`src/rtl/sii_ncu_arb_pkg.sv`:
```
// Shared definitions for the SII-to-NCU arbiter: beat width, requester
// indices and the arbiter state encoding.
package sii_ncu_arb_pkg;

    // Width of one payload beat on the NCU data bus
    localparam int BEAT_W = 32;

    // Requester indices; also the value of the arbitration winner bit
    localparam logic REQ_MONDO = 1'b0;
    localparam logic REQ_PIO   = 1'b1;

    // Arbiter states
    typedef enum logic [1:0] {
        IDLE = 2'd0,
        REQ  = 2'd1,
        XFER = 2'd2
    } arb_state_t;

endpackage

```
`src/rtl/sii_ncu_par_gen.sv`:
```
// Two-bit even-parity generator for one 32-bit data beat:
// parity[1] covers data[31:16], parity[0] covers data[15:0].
module sii_ncu_par_gen
    import sii_ncu_arb_pkg::*;
(
    input  logic [BEAT_W-1:0] data,
    output logic [1:0]        parity
);

    assign parity = {^data[31:16], ^data[15:0]};

endmodule

```
`src/rtl/sii_ncu_arb.sv`:
```
// Arbiter between the Mondo interrupt and PIO completion requesters for the
// single SII-to-NCU transfer path. A winner's payload is captured, the NCU
// is requested, and after the grant the payload is streamed one 32-bit beat
// per cycle with per-halfword parity. All outputs come straight from flops.
//
// Optional build macro: SII_NCU_ARB_RR_EN selects round-robin arbitration
// (last winner loses ties). Without it, Mondo has fixed priority over PIO.
module sii_ncu_arb
    import sii_ncu_arb_pkg::*;
#(
    parameter int NUM_BEATS = 4
) (
    input  logic                        iol2clk,
    input  logic                        rst_l,
    input  logic                        mondo_vld,
    input  logic [BEAT_W*NUM_BEATS-1:0] mondo_data,
    output logic                        mondo_ack,
    input  logic                        pio_vld,
    input  logic [BEAT_W*NUM_BEATS-1:0] pio_data,
    output logic                        pio_ack,
    output logic                        sii_ncu_req,
    input  logic                        ncu_sii_gnt,
    output logic [BEAT_W-1:0]           sii_ncu_data,
    output logic [1:0]                  sii_ncu_dparity,
    output logic                        err_spurious_gnt
);

    localparam int CNT_W = (NUM_BEATS > 1) ? $clog2(NUM_BEATS) : 1;
    localparam int PAY_W = BEAT_W * NUM_BEATS;
    localparam logic [CNT_W-1:0] LAST_BEAT = CNT_W'(NUM_BEATS - 1);

    arb_state_t        state_q, state_d;
    logic [CNT_W-1:0]  cnt_q, cnt_d, cnt_inc;
    logic [PAY_W-1:0]  payload_q, payload_d;
    logic              req_q, req_d;
    logic [BEAT_W-1:0] data_q, data_d;
    logic [1:0]        par_q, par_d;
    logic              mondo_ack_q, mondo_ack_d;
    logic              pio_ack_q, pio_ack_d;
    logic              err_q, err_d;
    logic              win;

`ifdef SII_NCU_ARB_RR_EN
    logic              prio_q, prio_d;
`endif

    // Parity is computed on the next data value so it lands in the same
    // cycle as the registered beat it describes.
    sii_ncu_par_gen u_par_gen (
        .data   (data_d),
        .parity (par_d)
    );

    // State, counter, captured payload and all registered outputs
    always_ff @(posedge iol2clk or negedge rst_l) begin
        if (!rst_l) begin
            state_q     <= IDLE;
            cnt_q       <= '0;
            payload_q   <= '0;
            req_q       <= 1'b0;
            data_q      <= '0;
            par_q       <= 2'b00;
            mondo_ack_q <= 1'b0;
            pio_ack_q   <= 1'b0;
            err_q       <= 1'b0;
`ifdef SII_NCU_ARB_RR_EN
            prio_q      <= REQ_MONDO;
`endif
        end else begin
            state_q     <= state_d;
            cnt_q       <= cnt_d;
            payload_q   <= payload_d;
            req_q       <= req_d;
            data_q      <= data_d;
            par_q       <= par_d;
            mondo_ack_q <= mondo_ack_d;
            pio_ack_q   <= pio_ack_d;
            err_q       <= err_d;
`ifdef SII_NCU_ARB_RR_EN
            prio_q      <= prio_d;
`endif
        end
    end

    // Next-state and next-output logic: arbitrate in IDLE, wait for the
    // grant in REQ, stream beats in XFER; a grant anywhere but REQ is flagged
    // as spurious and otherwise ignored.
    always_comb begin
        state_d     = state_q;
        cnt_d       = cnt_q;
        cnt_inc     = cnt_q + 1'b1;
        payload_d   = payload_q;
        req_d       = 1'b0;
        data_d      = '0;
        mondo_ack_d = 1'b0;
        pio_ack_d   = 1'b0;
        err_d       = ncu_sii_gnt && (state_q != REQ);
        win         = REQ_MONDO;
`ifdef SII_NCU_ARB_RR_EN
        prio_d      = prio_q;
`endif

        case (state_q)
            IDLE: begin
                if (mondo_vld || pio_vld) begin
`ifdef SII_NCU_ARB_RR_EN
                    win    = (mondo_vld && pio_vld) ? prio_q : pio_vld;
                    prio_d = ~win;
`else
                    win    = mondo_vld ? REQ_MONDO : REQ_PIO;
`endif
                    payload_d   = (win == REQ_PIO) ? pio_data : mondo_data;
                    mondo_ack_d = (win == REQ_MONDO);
                    pio_ack_d   = (win == REQ_PIO);
                    req_d       = 1'b1;
                    cnt_d       = '0;
                    state_d     = REQ;
                end
            end
            REQ: begin
                if (ncu_sii_gnt) begin
                    cnt_d   = '0;
                    data_d  = payload_q[BEAT_W-1:0];
                    state_d = XFER;
                end else begin
                    req_d = 1'b1;
                end
            end
            XFER: begin
                if (cnt_q == LAST_BEAT) begin
                    cnt_d   = '0;
                    state_d = IDLE;
                end else begin
                    cnt_d  = cnt_inc;
                    data_d = payload_q[BEAT_W*int'(cnt_inc) +: BEAT_W];
                end
            end
            default: begin
                cnt_d   = '0;
                state_d = IDLE;
            end
        endcase
    end

    assign sii_ncu_req      = req_q;
    assign sii_ncu_data     = data_q;
    assign sii_ncu_dparity  = par_q;
    assign mondo_ack        = mondo_ack_q;
    assign pio_ack          = pio_ack_q;
    assign err_spurious_gnt = err_q;

endmodule

```
`config.mk`:
```
export PLATFORM = sky130hd
export DESIGN_NAME = sii_ncu_arb
export DESIGN_NICKNAME = d
export VERILOG_FILES = /design/src/rtl/sii_ncu_arb_pkg.sv /design/src/rtl/sii_ncu_par_gen.sv /design/src/rtl/sii_ncu_arb.sv
export SDC_FILE = /design/constraint.sdc
export NUM_CORES = 1
export LEC_CHECK = 0
export ABC_AREA = 1
export CAP_MARGIN = 20
export CORE_AREA = 4 4 158 160
export CTS_BUF_LIST = sky130_fd_sc_hd__clkbuf_8
export DETAILED_ROUTE_END_ITERATION = 10
export DIE_AREA = 0 0 162 164
export PLACE_DENSITY = 0.73
export SLEW_MARGIN = 5
export SYNTH_ARGS = -nofsm -noshare
export SYNTH_HDL_FRONTEND = slang
export SYNTH_SLANG_ARGS = --single-unit
```
`constraint.sdc`:
```
create_clock -name iol2clk -period 4.82 [get_ports iol2clk]
set_input_delay 0.482 -clock iol2clk [delete_from_list [all_inputs] [get_ports iol2clk]]
set_output_delay 0.482 -clock iol2clk [all_outputs]
set_load 0.01 [all_outputs]
```
==> results.cfg <==
[drt]
detailedRoute.firstPassIterationCount = 5
detailed_routed_wire_length_on_met3_um = 2499
route.met2.wl_um = 16260
routed.top_layer = met4
length_of_routed_wiring_on_met1_um = 15130
initial_drc_count = 669
detail_route.wl_per_cell_um = 16.84
route.antenna.remaining_nets = 0
wl_um = 34940
detailroute.via_count = 10340
drc = 0
vias_per_cell = 4.984

[global_routing]
maximum_number_of_pins_on_one_net_before_global_route_repair = 105
grt_first_pass_wirelength_um = 54550
all_layer_global_routing_usage = 0.2637
antenna_found_initial = 0
global_route.overflow_total = 0
vias_in_the_first_global_route = 9818

[layout]
filler_cell_count = 2357
layout_commonest_cell = sky130_fd_sc_hd__nand2_1
layout.nets = 2008
syn_to_final_growth_pct = 34.06
layout.cells.most_common_list = sky130_fd_sc_hd__nand2_1 (623), sky130_fd_sc_hd__clkdlybuf4s50_1 (296), sky130_fd_sc_hd__inv_1 (189)
layout-drive-gt1-share = 0.03588
n_antenna_cell = 0

[timing]
final_report_setup_violation_count = 0
skew_ns = 0.02004
unrepaired_setup_endpoints_after_global_routing = no
final.min_clock_period_ns = 3.298
timing.final.hold_violations = 0
maxClockFrequency_mhz = 303.2
worst_slew_margin_rel = 0.3172
finalCritPeriodShare = 0.6842
fin_tns_setup_ns = 0
count_of_pins_over_their_slew_limit = 0
worst_slew_pin_slew_ns = 1.024

[setup_path]
crit_slowest_cell = sky130_fd_sc_hd__ha_1
delay_of_the_slowest_critical_path_stage_ns = 0.86
critical_path.cell_chain = ha_1 -> inv_2 -> nor2_1 -> nand2_1 -> nand2_1 -> nand2_1 -> nand2_1 -> nand2_1 -> nand2_1 -> nand2_1 -> inv_1 -> nand2_1 -> nand2_1 -> nand2_1 -> nand2_1 -> nand2_1 -> nand2_1
path_class = reg -> reg
setup.worst_path.start_class = register
worstPathArrival_ns = 3.69
critical_path.top_delay_family = simple AND/OR/NAND/NOR gates
critPathCaptureType = register
cp_common_cell = sky130_fd_sc_hd__nand2_1
worst_ep_required_time_ns = 5.21
path_max_fanout = 42
critPathBufInv = 2

[clocking]
ctsResizeCount = 0
tritoncts_clock_tree = done
cts.htree.levels = 4
worst_setup_hold_path_clk_slew_ns = 0.10
post_cts.repair.setup_buffers = 0
root_buffer = sky130_fd_sc_hd__clkbuf_8
clock_tree.buffer_depth = 2
cts-hold-fix-buffers = 0
worst_skew_pair.late_latency_ns = 0.47
numClockSinks = 170
tritoncts.num_buffers = 17

[logic_synthesis]
dominant_combinational_cell_family_by_area_after_synthesis = simple AND/OR/NAND/NOR gates
yosysWarningCount = 0
synth_simple_gate_area_share = 0.3563
synth_mux_area_frac = 0
synth_cell_area_um2 = 9973
syn-num-nets = 1772
synth_xor_area_frac = 0.0008782
post_synth_inst_count = 1507
ys_seq_area_frac = 0.4265
ys_types = 27
synth_seq_cells = 170
synth_compound_area_frac = 0.09095
avgSynthCellArea_um2 = 6.618
yosys.area_share.adder = 0.005018

[pwr]
p_switching_mw = 3.942
share_comb_of_total_power = 0.555
power_frac_seq = 0.317
power_density_nw_per_um2 = 608.9
leakage_nw = 6.809
vdd.ir_drop.worst_v = 0.0003757
totalPowerFinal_mw = 8.141
swShare = 0.4842
power.share.clock = 0.128
power_report.internal_total_mw = 4.199

[floorplan]
initial_utilization = 0.4262
design.core.area_um2 = 23400
die_area_um2 = 26570
number_of_standard_cell_rows_in_the_floorplan = 56
dieHeight_um = 164
chipWidth_um = 162
io_pins = 299

[place]
place.gp.congestion = 0.9941
detailed_place_hpwl_um = 27070
buffer_ports.inserted = 298

[outcome]
status = finished, final reports clean

[flow_run]
cap_viol_max_count = 0

[hold_path]
holdCritPathClass = in -> async
-- state kept, by name (all words and copies together), names as in the netlist --
register	count
sii_ncu_data	32
payload_q	128
sii_ncu_req	1
err_spurious_gnt	1
pio_ack	1
state_q	2
mondo_ack	1
cnt_q	2
sii_ncu_dparity	2
-- cells by family (layout without fill, tap and decap cells) --
group                      count (synthesis)  count (layout)
and+or+nand+nor                          904             904
DFF                                      170             170
xor gates and xnor gates                   1               1
AOI/OAI and AO/OA                        146             146
buffers and inverters                    282             531
adders and majority gates                  4               4
-- cells in the mapped netlist --
library cell	instances	area (µm²)
sky130_fd_sc_hd__a31oi_1	128	800.8
sky130_fd_sc_hd__nand2_1	624	2342
sky130_fd_sc_hd__xnor2_1	1	8.760
sky130_fd_sc_hd__o21ai_0	4	20.02
sky130_fd_sc_hd__buf_8	1	15.01
sky130_fd_sc_hd__ha_1	4	50.05
sky130_fd_sc_hd__dfrtp_1	170	4254
sky130_fd_sc_hd__o21ai_1	5	25.02
sky130_fd_sc_hd__nor2_4	1	11.26
sky130_fd_sc_hd__buf_6	12	135.1
sky130_fd_sc_hd__clkinv_1	1	3.750
sky130_fd_sc_hd__buf_4	2	15.01
sky130_fd_sc_hd__buf_2	26	130.1
sky130_fd_sc_hd__a21oi_1	3	15.01
sky130_fd_sc_hd__o21ai_2	1	8.760
sky130_fd_sc_hd__nand2_2	9	56.30
sky130_fd_sc_hd__o31ai_1	1	7.510
sky130_fd_sc_hd__clkbuf_1	45	168.9
sky130_fd_sc_hd__nand4_1	8	50.05
sky130_fd_sc_hd__nor2_1	180	675.7
sky130_fd_sc_hd__inv_1	188	705.7
sky130_fd_sc_hd__o211ai_1	4	30.03
sky130_fd_sc_hd__buf_1	4	15.01
sky130_fd_sc_hd__inv_2	3	11.26
sky130_fd_sc_hd__nand3_1	76	380.4
sky130_fd_sc_hd__and2_1	1	6.260
sky130_fd_sc_hd__nor2_2	5	31.28
-- stage by stage --
step / hold slack, ns / cells / worst slack, ns / cell area (µm²) / utilization
2_1_floorplan: 0.1864 / 1507 / 2.858 / 9973 / -
3_3_place_gp: 0.4810 / 2043 / 1.622 / 12980 / 0.5546
3_5_place_dp: 0.4817 / 2043 / 1.636 / 12980 / 0.5546
4_1_cts: 0.07930 / 2075 / 1.589 / 13370 / 0.5713
5_1_grt: 0.1080 / 2075 / 1.225 / 13370 / 0.5713
6_report: 0.05294 / 2075 / 1.522 / 13370 / 0.5713
-- worst reg2reg max path: cells and delay by family (launching register included) --
kind                     cells  cell delay [ns]
flip-flops                   1             0.42
adder cells (fa/ha/maj)      1             0.86
buffers and inverters        2             0.67
AND/OR/NAND/NOR             14             1.28
-- path summary, 6_finish.rpt --
check / slack, ns / endpoint / from / cells after the start
min in group iol2clk: 0.48 / payload_q[2] / mondo_vld / 3
max: 1.52 / sii_ncu_dparity[0] / cnt_q[0] / 17
min reg2reg: 0.52 / cnt_q[1] / cnt_q[1] / 2
min: 0.05 / payload_q[79] / rst_l / 1
max in group asynchronous: 3.62 / payload_q[18] / rst_l / 2
max reg2reg: 1.52 / sii_ncu_dparity[0] / cnt_q[0] / 17
-- routing by layer --
metal  GRT usage  up-vias
li1            -     5125
met1      0.3555     4770
met2      0.4285      393
met3     0.04969       53
met4     0.09343        0
met5           0        -
-- power by group through the flow --
stage	Clock (mW)	Sequential, mW	Combinational [mW]
after floorplan	0	2.47	3.12
after global placement	0	2.59	4.41
after detailed placement	0	2.61	4.46
after CTS	1.06	2.58	4.48
after global routing	1.12	2.66	5.09
final	1.04	2.58	4.52
-- area by class of cell --
| cell class | count | area (µm²) | area share |
|---|---|---|---|
| inverters | 192 | 723.2 | 0.05409 |
| flip-flops and latches | 170 | 4255 | 0.3183 |
| repair buffers | 307 | 3074 | 0.2299 |
| well taps | 319 | 399.1 | 0.02985 |
| clock inverters | 14 | 143.9 | 0.01076 |
| multi-input cells | 1055 | 4527 | 0.3386 |
| clock buffers | 18 | 247.7 | 0.01853 |
Note: power is estimated with default switching activity, not from simulation.
